==> config.mk <==
export PLATFORM = sky130hd
export DESIGN_NAME = if_fetch_unit
export DESIGN_NICKNAME = d
export VERILOG_FILES = /design/src/rtl/if_fetch_unit.sv
export SDC_FILE = /design/constraint.sdc
export NUM_CORES = 1
export LEC_CHECK = 0
export CORE_UTILIZATION = 30
export DETAILED_ROUTE_END_ITERATION = 8
export GPL_ROUTABILITY_DRIVEN = 0
export MAX_ROUTING_LAYER = met4
export PLACE_DENSITY = 0.59
export SYNTH_ARGS = -nofsm -noshare
export SYNTH_HDL_FRONTEND = slang
export SYNTH_SLANG_ARGS = --single-unit
==> constraint.sdc <==
create_clock -name clk -period 2.7 [get_ports clk]
set_input_delay 0.54 -clock clk [delete_from_list [all_inputs] [get_ports clk]]
set_output_delay 0.54 -clock clk [all_outputs]
set_load 0.05 [all_outputs]
==> src/rtl/if_fetch_unit.sv <==
// Instruction-fetch front end: owns the PC, issues req/gnt/rvalid fetches,
// buffers returned words in order, and redirects or replays on jump/flush.
module if_fetch_unit #(
  parameter int                    ADDR_WIDTH = 32,
  parameter logic [ADDR_WIDTH-1:0] RESET_PC   = '0,
  parameter int                    DEPTH      = 2
) (
  input  logic                  clk,
  input  logic                  rst_n,
  input  logic                  jump_en_i,
  input  logic [ADDR_WIDTH-1:0] jump_addr_i,
  input  logic                  pipeline_flush_i,
  output logic                  imem_req_o,
  output logic [ADDR_WIDTH-1:0] imem_addr_o,
  input  logic                  imem_gnt_i,
  input  logic                  imem_rvalid_i,
  input  logic [31:0]           imem_rdata_i,
  output logic                  inst_valid_o,
  input  logic                  inst_ready_i,
  output logic [31:0]           inst_o,
  output logic [ADDR_WIDTH-1:0] inst_addr_o
);

  localparam int PTR_W = $clog2(DEPTH);
  localparam int CNT_W = $clog2(DEPTH + 1);
  // Stale responses can outlive several redirects, so give the in-flight
  // counters headroom beyond DEPTH.
  localparam int OUT_W = CNT_W + 4;

  typedef struct packed {
    logic [ADDR_WIDTH-1:0] addr;
    logic [31:0]           data;
    logic                  data_ok;
  } entry_t;

  entry_t                q [DEPTH];
  logic [ADDR_WIDTH-1:0] pc;
  logic [PTR_W-1:0]      head;
  logic [PTR_W-1:0]      tail;
  logic [PTR_W-1:0]      fill_ptr;
  logic [CNT_W-1:0]      alloc_count;
  logic [OUT_W-1:0]      outstanding;
  logic [OUT_W-1:0]      discard_cnt;

  logic redirect;
  logic alloc;
  logic rvalid_ok;
  logic drop;
  logic fill;
  logic pop;

  assign redirect     = jump_en_i | pipeline_flush_i;
  assign imem_req_o   = rst_n & (alloc_count < CNT_W'(DEPTH)) & ~redirect;
  assign imem_addr_o  = pc;
  assign alloc        = imem_req_o & imem_gnt_i;
  // A response with nothing in flight is a protocol error and is ignored.
  assign rvalid_ok    = imem_rvalid_i & (outstanding != '0);
  assign drop         = rvalid_ok & (discard_cnt != '0);
  assign fill         = rvalid_ok & (discard_cnt == '0);
  assign inst_valid_o = q[head].data_ok & ~redirect;
  assign pop          = inst_valid_o & inst_ready_i;
  assign inst_o       = q[head].data;
  assign inst_addr_o  = q[head].addr;

  always_ff @(posedge clk or negedge rst_n) begin
    if (!rst_n) begin
      pc          <= RESET_PC;
      head        <= '0;
      tail        <= '0;
      fill_ptr    <= '0;
      alloc_count <= '0;
      outstanding <= '0;
      discard_cnt <= '0;
      // NOTE: the queue storage is reset because inst_o/inst_addr_o are read
      // straight from the head entry and must show zero out of reset.
      for (int i = 0; i < DEPTH; i++) q[i] <= '0;
    end else begin
      // NOTE: all state here uses non-blocking assignments so every read below
      // sees the pre-edge value, matching the combinational decode above.
      outstanding <= outstanding + OUT_W'(alloc) - OUT_W'(rvalid_ok);
      if (redirect) begin
        if (jump_en_i)
          pc <= {jump_addr_i[ADDR_WIDTH-1:2], 2'b00};
        else if (alloc_count != '0)
          pc <= q[head].addr;
        head        <= '0;
        tail        <= '0;
        fill_ptr    <= '0;
        alloc_count <= '0;
        discard_cnt <= outstanding - OUT_W'(rvalid_ok);
        for (int i = 0; i < DEPTH; i++) q[i].data_ok <= 1'b0;
      end else begin
        if (alloc) begin
          q[tail].addr    <= pc;
          q[tail].data_ok <= 1'b0;
          tail            <= tail + 1'b1;
          pc              <= pc + ADDR_WIDTH'(4);
        end
        if (fill) begin
          q[fill_ptr].data    <= imem_rdata_i;
          q[fill_ptr].data_ok <= 1'b1;
          fill_ptr            <= fill_ptr + 1'b1;
        end
        // Popped slot loses data_ok so an empty queue never reads as valid.
        if (pop) begin
          q[head].data_ok <= 1'b0;
          head            <= head + 1'b1;
        end
        if (drop) discard_cnt <= discard_cnt - 1'b1;
        alloc_count <= alloc_count + CNT_W'(alloc) - CNT_W'(pop);
      end
    end
  end

endmodule

* After elaboration in Yosys (flattened, before gate mapping)
Index checks and enable logic that the tools add are counted.
Operators by class: add/sub/neg operators 10, muxes and demuxes 38, bitwise operators 13, magnitude comparators 7, eq/ne operators 1, reduce and logical (&&, ||, !) cells 12
Operators by type and width (count):
- bitwise mux 130 bit | 5
- two-way mux 130 bit | 5
- demux 65 bit (select 1 bit) | 5
- two-way mux 65 bit | 4
- two-way mux 32 bit | 4
- two-way mux 33 bit | 1
- adder 32 x 3 -> 32 bit, second input constant | 1
- two-way mux 6 bit | 2
- nonzero test 6 bit | 2
- subtractor 6 x 1 -> 6 bit | 2
- two-way mux 1 bit | 11
- nonzero test 2 bit | 5
- AND 1 bit | 8
- adder 6 x 1 -> 6 bit | 1
- >= comparator 2 bit, second input constant | 3
- zero test 6 bit | 1
- less-than comparator 2 x 1 -> 1 bit, second input constant | 3
- inverter 1 -> 2 bit | 3
- subtractor 6 x 1 -> 6 bit, second input constant | 1
- adder 1 bit, second input constant | 3
- logical AND 1 bit | 3
- != test 3 x 2 -> 1 bit, second input constant | 1
- adder 2 x 1 -> 2 bit | 1
- less-than comparator 2 bit, second input constant | 1
- other kinds (5) | 5
Storage, ports and cells: word-level logic and storage cells 94, register bits after elaboration 179, input port bits 71, output and inout port bits 98

* Longest topological paths before layout
Gate-level depths: netlist (run 1).
word-level depth 16, gate-level depth with buffers 13, gate-level depth less buffers 12

* Worst setup path after synthesis (run 1)
OpenSTA, ideal clock, no wires.
kind input -> output, start input port jump_en_i, end output port imem_req_o, setup slack -0.452 ns, cell stages on the path 6, required time 2.160 ns, data arrival time 2.612 ns, buffers on the path 4, cell sequence clkbuf_1 or2_1 buf_2 buf_2 buf_1 nor3b_1
On the way: cells in the longest elaborated chain, start to end 3
RTL lines:
- from (decl) | line 10 | input logic jump_en_i,
- bitwise OR 1 bit | line 52 | assign redirect = jump_en_i | pipeline_flush_i;
- inverter 1 bit | line 53 | assign imem_req_o = rst_n & (alloc_count < CNT_W'(DEPTH)) & ~redirect;
- AND 1 bit | line 53
- to (decl) | line 13 | output logic imem_req_o,
Every way passes these cells.

* Worst setup path in the final report (run 1)
start register pc[9], in the netlist imem_addr_o[9], end output port imem_addr_o[9]
RTL lines:
- from (decl) | line 37 | logic [ADDR_WIDTH-1:0] pc;
- from (signal assigned) | line 83 | pc <= {jump_addr_i[ADDR_WIDTH-1:2], 2'b00};
- from (signal assigned) | line 85 | pc <= q[head].addr;
- from (signal assigned) | line 97 | pc <= pc + ADDR_WIDTH'(4);
- to (decl) | line 14 | output logic [ADDR_WIDTH-1:0] imem_addr_o,
No word-level cell between the ends.

==> results.py, run 1 <==
metrics = {
    "route": {
        "routed_wl_um": 23300,
        "antenna_left": 0,
        "drt_iter0_drc": 451,
        "dr.pass1.iters": 4,
        "drc_errors": 0,
        "viasPerCell": 4.93,
        "wl_per_cell_um": 17.4,
        "vias": 6579,
    },
    "sta": {
        "relSlewSlack": 0.455,
        "hold_viol": 0,
        "worst_pin_slew_ps": 818,
        "slew_viol_final": 0,
        "min_period_ps": 2460,
        "postLayoutSetupSlackWorst_ps": 239,
        "tns_ps": 0,
        "rsz0062_at_grt": "no",
        "period_share": 0.911,
        "clock_skew_ps": 14.9,
        "timing.fmax_ghz": 0.406,
        "final-setup-viol-count": 0,
    },
    "placed_design": {
        "dpl.cell_count": 1303,
        "placement.io_buffers": 166,
        "dp_hpwl_um": 15800,
        "place_ws_ps": -15.8,
    },
    "synth": {
        "syn_nets": 847,
        "synth_cell_types": 67,
        "syn_avg_cell_area_um2": 11.9,
        "synth_seq_cells": 179,
        "synth_edf_count": 0,
        "yosys_warnings": 0,
        "syn_area_um2": 9010,
        "synthCells": 759,
        "async_flop_share": 1.00,
        "synth_ff_type": "dfrtp_1",
        "yosysSeqAreaShare": 0.497,
    },
    "floorplanning": {
        "die_y_um": 175,
        "die_area_um2": 30700,
        "row_count": 63,
        "start_util": 0.305,
        "core_area_um2": 29600,
        "die_w_um": 175,
        "io_pins": 169,
    },
    "clock_network": {
        "cts_buffers": 17,
        "cts.clk_slew.worst_paths_ps": 70,
        "postCtsHoldBufs": 0,
        "clockBufferDepth": 2,
        "cts_root_buf": "clkbuf_16",
        "htreeDepth": 4,
        "ctsResizeCount": 0,
        "clk_latency_ps": 430,
        "cts_tree": "yes",
        "cts.sinks": 179,
        "cts_setup_buffers": 0,
    },
    "grt": {
        "gr-total-overflow": 0,
        "grt_pass1_wl_um": 37200,
        "grt_max_degree": 149,
        "grt_pass1_vias": 6825,
        "antenna_found_initial": 1,
        "grt.total_usage": 0.159,
    },
    "layout": {
        "utilization": 0.397,
        "regArea_um2": 4480,
        "nFillCells": 2859,
        "fin_cells": 1335,
        "drive_gt1_frac": 0.246,
        "multi_input_area_um2": 4220,
        "nets": 1020,
        "area_delta_synth_final_pct": 30.3,
    },
    "worst_setup_path": {
        "crit_arrival_ps": 1920,
        "crit_path_start_kind": "register",
        "path_cells": "clkdlybuf4s50_1",
        "cp_slowest_cell": "clkdlybuf4s50_1",
        "critPathMaxStageDelay_ps": 920,
        "critPathBufInv": 1,
        "worstPathRequired_ps": 2160,
        "path_max_fanout": 9,
        "path_class": "reg -> out",
        "end_kind": "primary output",
        "cp_top_family": "buffers and inverters",
    },
    "power": {
        "power.switching_mw": 3.45,
        "leakage_nw": 5.44,
        "power_frac_clock": 0.277,
        "power_density_nw_per_um2": 788,
        "internal_power_mw": 5.80,
        "netSwitchingFraction": 0.373,
        "ir_drop_v": 0.000350,
        "p_comb_frac": 0.348,
        "pwr-share-seq": 0.375,
    },
    "status": {
        "status": "completed",
    },
    "job": {
        "cap_violations": 0,
    },
    "hold_path": {
        "min_path_type": "in -> async",
    },
}
[layout make-up]
class,count,area share
Sequential cell,179,0.382
Antenna cell,1,0.000213
Clock inverter,12,0.0123
Multi-Input combinational cell,505,0.360
Clock buffer,19,0.0386
Tap cell,390,0.0416
Timing Repair Buffer,201,0.157
Inverter,28,0.00895
[cell families (layout without fill, tap and decap cells)]
logic type,after synthesis,in the layout,synth area share
other cells,0,1,0
buf+inv,75,260,0.0367
compound gates,133,133,0.0954
fa+ha+maj,17,17,0.0244
flops,179,179,0.497
mux,201,201,0.250
xor+xnor,12,12,0.0117
simple gates,142,142,0.0850
[stage by stage]
step	power [mW]	cell area, um2	hold slack [ps]
after global routing	9.75	11700	195
final	9.26	11700	164
after detailed placement	6.77	11100	472
after global placement	6.74	11100	463
after floorplan	5.68	9020	244
after CTS	9.38	11700	171
[power by group through the flow]
stage | Combinational (mW) | Clock [mW] | Sequential, mW
detailed placement | 3.24 | 0 | 3.52
CTS | 3.26 | 2.65 | 3.47
floorplan | 2.05 | 0 | 3.63
global placement | 3.23 | 0 | 3.51
global route | 3.46 | 2.75 | 3.54
finish | 3.22 | 2.56 | 3.47
[per-layer routing]
metal  GRT usage  part of all wire  up-vias
met3      0.0381             0.059       27
li1            -                 -     3122
met5           -                 0        -
met2       0.249              0.46      166
met1       0.205              0.47     3264
met4      0.0460             0.015        0
[Yosys cell counts (all sizes together), types with 8 or more instances]
master	instances	area, um2
xnor2	8	70.1
inv	28	105
buf	30	161
o21ai	45	225
dfrtp	179	4480
ha	16	200
mux2i	12	120
nand3	16	97.6
a21oi	25	125
nand2	35	134
clkbuf	17	63.8
mux2	189	2130
nor2	36	148
nor3	10	50.1
a22oi	13	97.6
[worst paths after layout]
path                                             from                         end  slack (ps)  cells after the start
setup / recovery           imem_addr_o[9]$_DFFE_PN0P_              imem_addr_o[9]         240                      1
max in group asynchronous                       rst_n            head$_DFFE_PN0P_        1810                      2
setup reg to reg             outstanding[2]$_DFF_PN0_    outstanding[5]$_DFF_PN0_         330                     13
hold reg to reg                              register                    register         480                      1
min in group clk                             register                    register         480                      1
hold / removal                                  rst_n  discard_cnt[2]$_DFFE_PN0P_         160                      2
[placed cells by master (no fill, tap or decap), types with 14 or more instances in the layout]
cell type,instances
ha_1,16
mux2_1,109
clkbuf_16,17
clkdlybuf4s50_1,98
mux2_2,80
a21oi_1,25
dfrtp_1,178
nand2_1,33
nor2_1,32
inv_1,27
buf_4,94
nand3_1,14
o21ai_0,34
Power figures use the tool's default switching activity.
==> inputs of run 2 (changes only) <==
==> constraint.sdc (replaced) <==
create_clock -name clk -period 2.7 [get_ports clk]
set_input_delay 0.405 -clock clk [delete_from_list [all_inputs] [get_ports clk]]
set_output_delay 0.405 -clock clk [all_outputs]
set_load 0.05 [all_outputs]
==> run 2 against run 1 <==
Effect of this change:
- utilization barely moved
- die area unchanged
- clock power decreased by 3%
- register-to-register slack hardly changed
- combinational power is essentially flat
- design area is essentially flat
- via count shrank 0.46%
- non-clock buffer count increased by 2
- first-iteration DRC count down 8.9%
- sequential power about the same
- hold slack gained 170 ps
- critical endpoint is now inst_o[31]
- largest cell class unchanged
- largest power group unchanged
- highest routed layer unchanged
==> results.py, run 2 (same netlist as run 1, synthesis figures left out) <==
metrics = {
    "sta": {
        "hold_viol": 0,
        "timing.fmax_ghz": 0.411,
        "worst_pin_slew_ps": 940,
        "rsz0062_at_grt": "no",
        "relSlewSlack": 0.373,
        "period_share": 0.901,
        "final-setup-viol-count": 0,
        "min_period_ps": 2430,
        "clock_skew_ps": 12.2,
        "slew_viol_final": 0,
        "tns_ps": 0,
    },
    "floorplanning": {
        "core_area_um2": 29600,
        "die_w_um": 175,
        "start_util": 0.305,
        "die_y_um": 175,
        "die_area_um2": 30700,
        "row_count": 63,
        "io_pins": 169,
    },
    "clock_network": {
        "postCtsHoldBufs": 1,
        "ctsResizeCount": 0,
        "cts_setup_buffers": 0,
        "cts.clk_slew.worst_paths_ps": 70,
        "cts_root_buf": "clkbuf_16",
        "cts.sinks": 179,
        "cts_tree": "yes",
        "clk_latency_ps": 430,
        "cts_buffers": 17,
        "htreeDepth": 4,
        "clockBufferDepth": 2,
    },
    "layout": {
        "nFillCells": 2862,
        "final_common_cell": "dfrtp_1",
        "multi_input_area_um2": 4220,
        "layout_common_cells": "dfrtp_1 (178), mux2_1 (109), clkdlybuf4s50_1 (98), buf_4 (95), mux2_2 (80)",
        "antenna_cells": 0,
        "nets": 1022,
        "final_area_um2": 11700,
        "area_delta_synth_final_pct": 30.2,
        "regArea_um2": 4480,
        "fin_cells": 1337,
        "drive_gt1_frac": 0.246,
    },
    "worst_setup_path": {
        "crit_arrival_ps": 2030,
        "path_class": "reg -> out",
        "cp-endpoint": "inst_o[31]",
        "crit_start": "head$_DFFE_PN0P_",
        "ff2ff_setup_slack_ps": 340,
        "rr_worst_depth": 12,
        "path_max_fanout": 26,
        "worstPathRequired_ps": 2300,
        "path_cells": "buf_4 > mux2_2 > buf_4",
        "critPathMaxStageDelay_ps": 590,
        "r2r-end": "outstanding[4]$_DFF_PN0_",
        "crit_path_start_kind": "register",
        "path_common_cell": "buf_4",
        "end_kind": "primary output",
        "cp_slowest_cell": "dfrtp_4",
        "r2r-start": "outstanding[2]$_DFF_PN0_",
    },
    "placed_design": {
        "dpl.cell_count": 1304,
        "placed_area_um2": 11100,
        "dp_hpwl_um": 16200,
        "placement.io_buffers": 166,
    },
    "status": {
        "status": "completed",
    },
    "grt": {
        "grt_pass1_vias": 6900,
        "grt.total_usage": 0.162,
        "antenna_found_initial": 0,
        "grt_max_degree": 72,
        "grt_pass1_wl_um": 37700,
        "gr-total-overflow": 0,
    },
    "route": {
        "dr.pass1.iters": 6,
        "vias": 6549,
        "drt_iter0_drc": 411,
        "viasPerCell": 4.90,
        "antenna_left": 0,
        "routed_wl_um": 23500,
        "wl_per_cell_um": 17.6,
        "drc_errors": 0,
    },
    "hold_path": {
        "min_path_type": "in -> async",
    },
    "job": {
        "cap_violations": 0,
    },
    "power": {
        "power_mw": 9.15,
        "power_density_nw_per_um2": 780,
        "leakage_nw": 5.45,
        "ir_drop_v": 0.000338,
    },
}
## run 2: stage by stage
stage / utilization / worst slack (ps) / hold WS, ps
finish: 0.397 / 268 / 334
global route: 0.397 / 120 / 332
CTS: 0.397 / 234 / 326
detailed placement: 0.377 / 70.4 / 197
global placement: 0.377 / 68.6 / 196
floorplan: - / 31.7 / 109
## run 2: layout make-up
type	count	area share
Inverter	28	0.00896
Sequential cell	179	0.382
Timing Repair Buffer	203	0.159
Multi-Input combinational cell	505	0.359
Clock inverter	12	0.0105
Tap cell	390	0.0416
Clock buffer	20	0.0389
## run 2: how the worst min path moves through the flow
stage	start	endpoint
5_1_grt	rst_n	imem_addr_o[5]$_DFFE_PN0P_
2_1_floorplan	rst_n	async pin
3_3_place_gp	rst_n	imem_addr_o[6]$_DFFE_PN0P_
4_1_cts	rst_n	imem_addr_o[6]$_DFFE_PN0P_
6_report	rst_n	imem_addr_o[6]$_DFFE_PN0P_
3_5_place_dp	rst_n	imem_addr_o[6]$_DFFE_PN0P_
## run 2: metal layers
| layer | track usage | wire length, um | vias up |
|---|---|---|---|
| met3 | 0.0394 | 1480 | 31 |
| met1 | 0.203 | 10600 | 3231 |
| met4 | 0.0475 | 393 | 0 |
| met2 | 0.259 | 11000 | 179 |
| li1 | - | - | 3108 |
| met5 | - | 0 | - |
## run 2: worst max-delay path, delay by kind of cell, from the launching register on
kind,cells,cell delay [ps]
muxes,1,390
buffers and inverters,2,600
DFF,1,590
## run 2: where the power goes
group,internal (mW),switching [mW]
logic,1.24,1.98
clock network,1.34,1.14
registers,3.12,0.329
total,5.70,3.45
==> inputs of run 3 (changes only) <==
--- a/config.mk
+++ b/config.mk
@@ -5,6 +5,7 @@
 export SDC_FILE = /design/constraint.sdc
 export NUM_CORES = 1
 export LEC_CHECK = 0
+export CAP_MARGIN = 10
 export CORE_UTILIZATION = 30
 export DETAILED_ROUTE_END_ITERATION = 8
 export GPL_ROUTABILITY_DRIVEN = 0
==> results of run 3 <==
No change in the layout: final DEF, timing and power equal those of run 2.
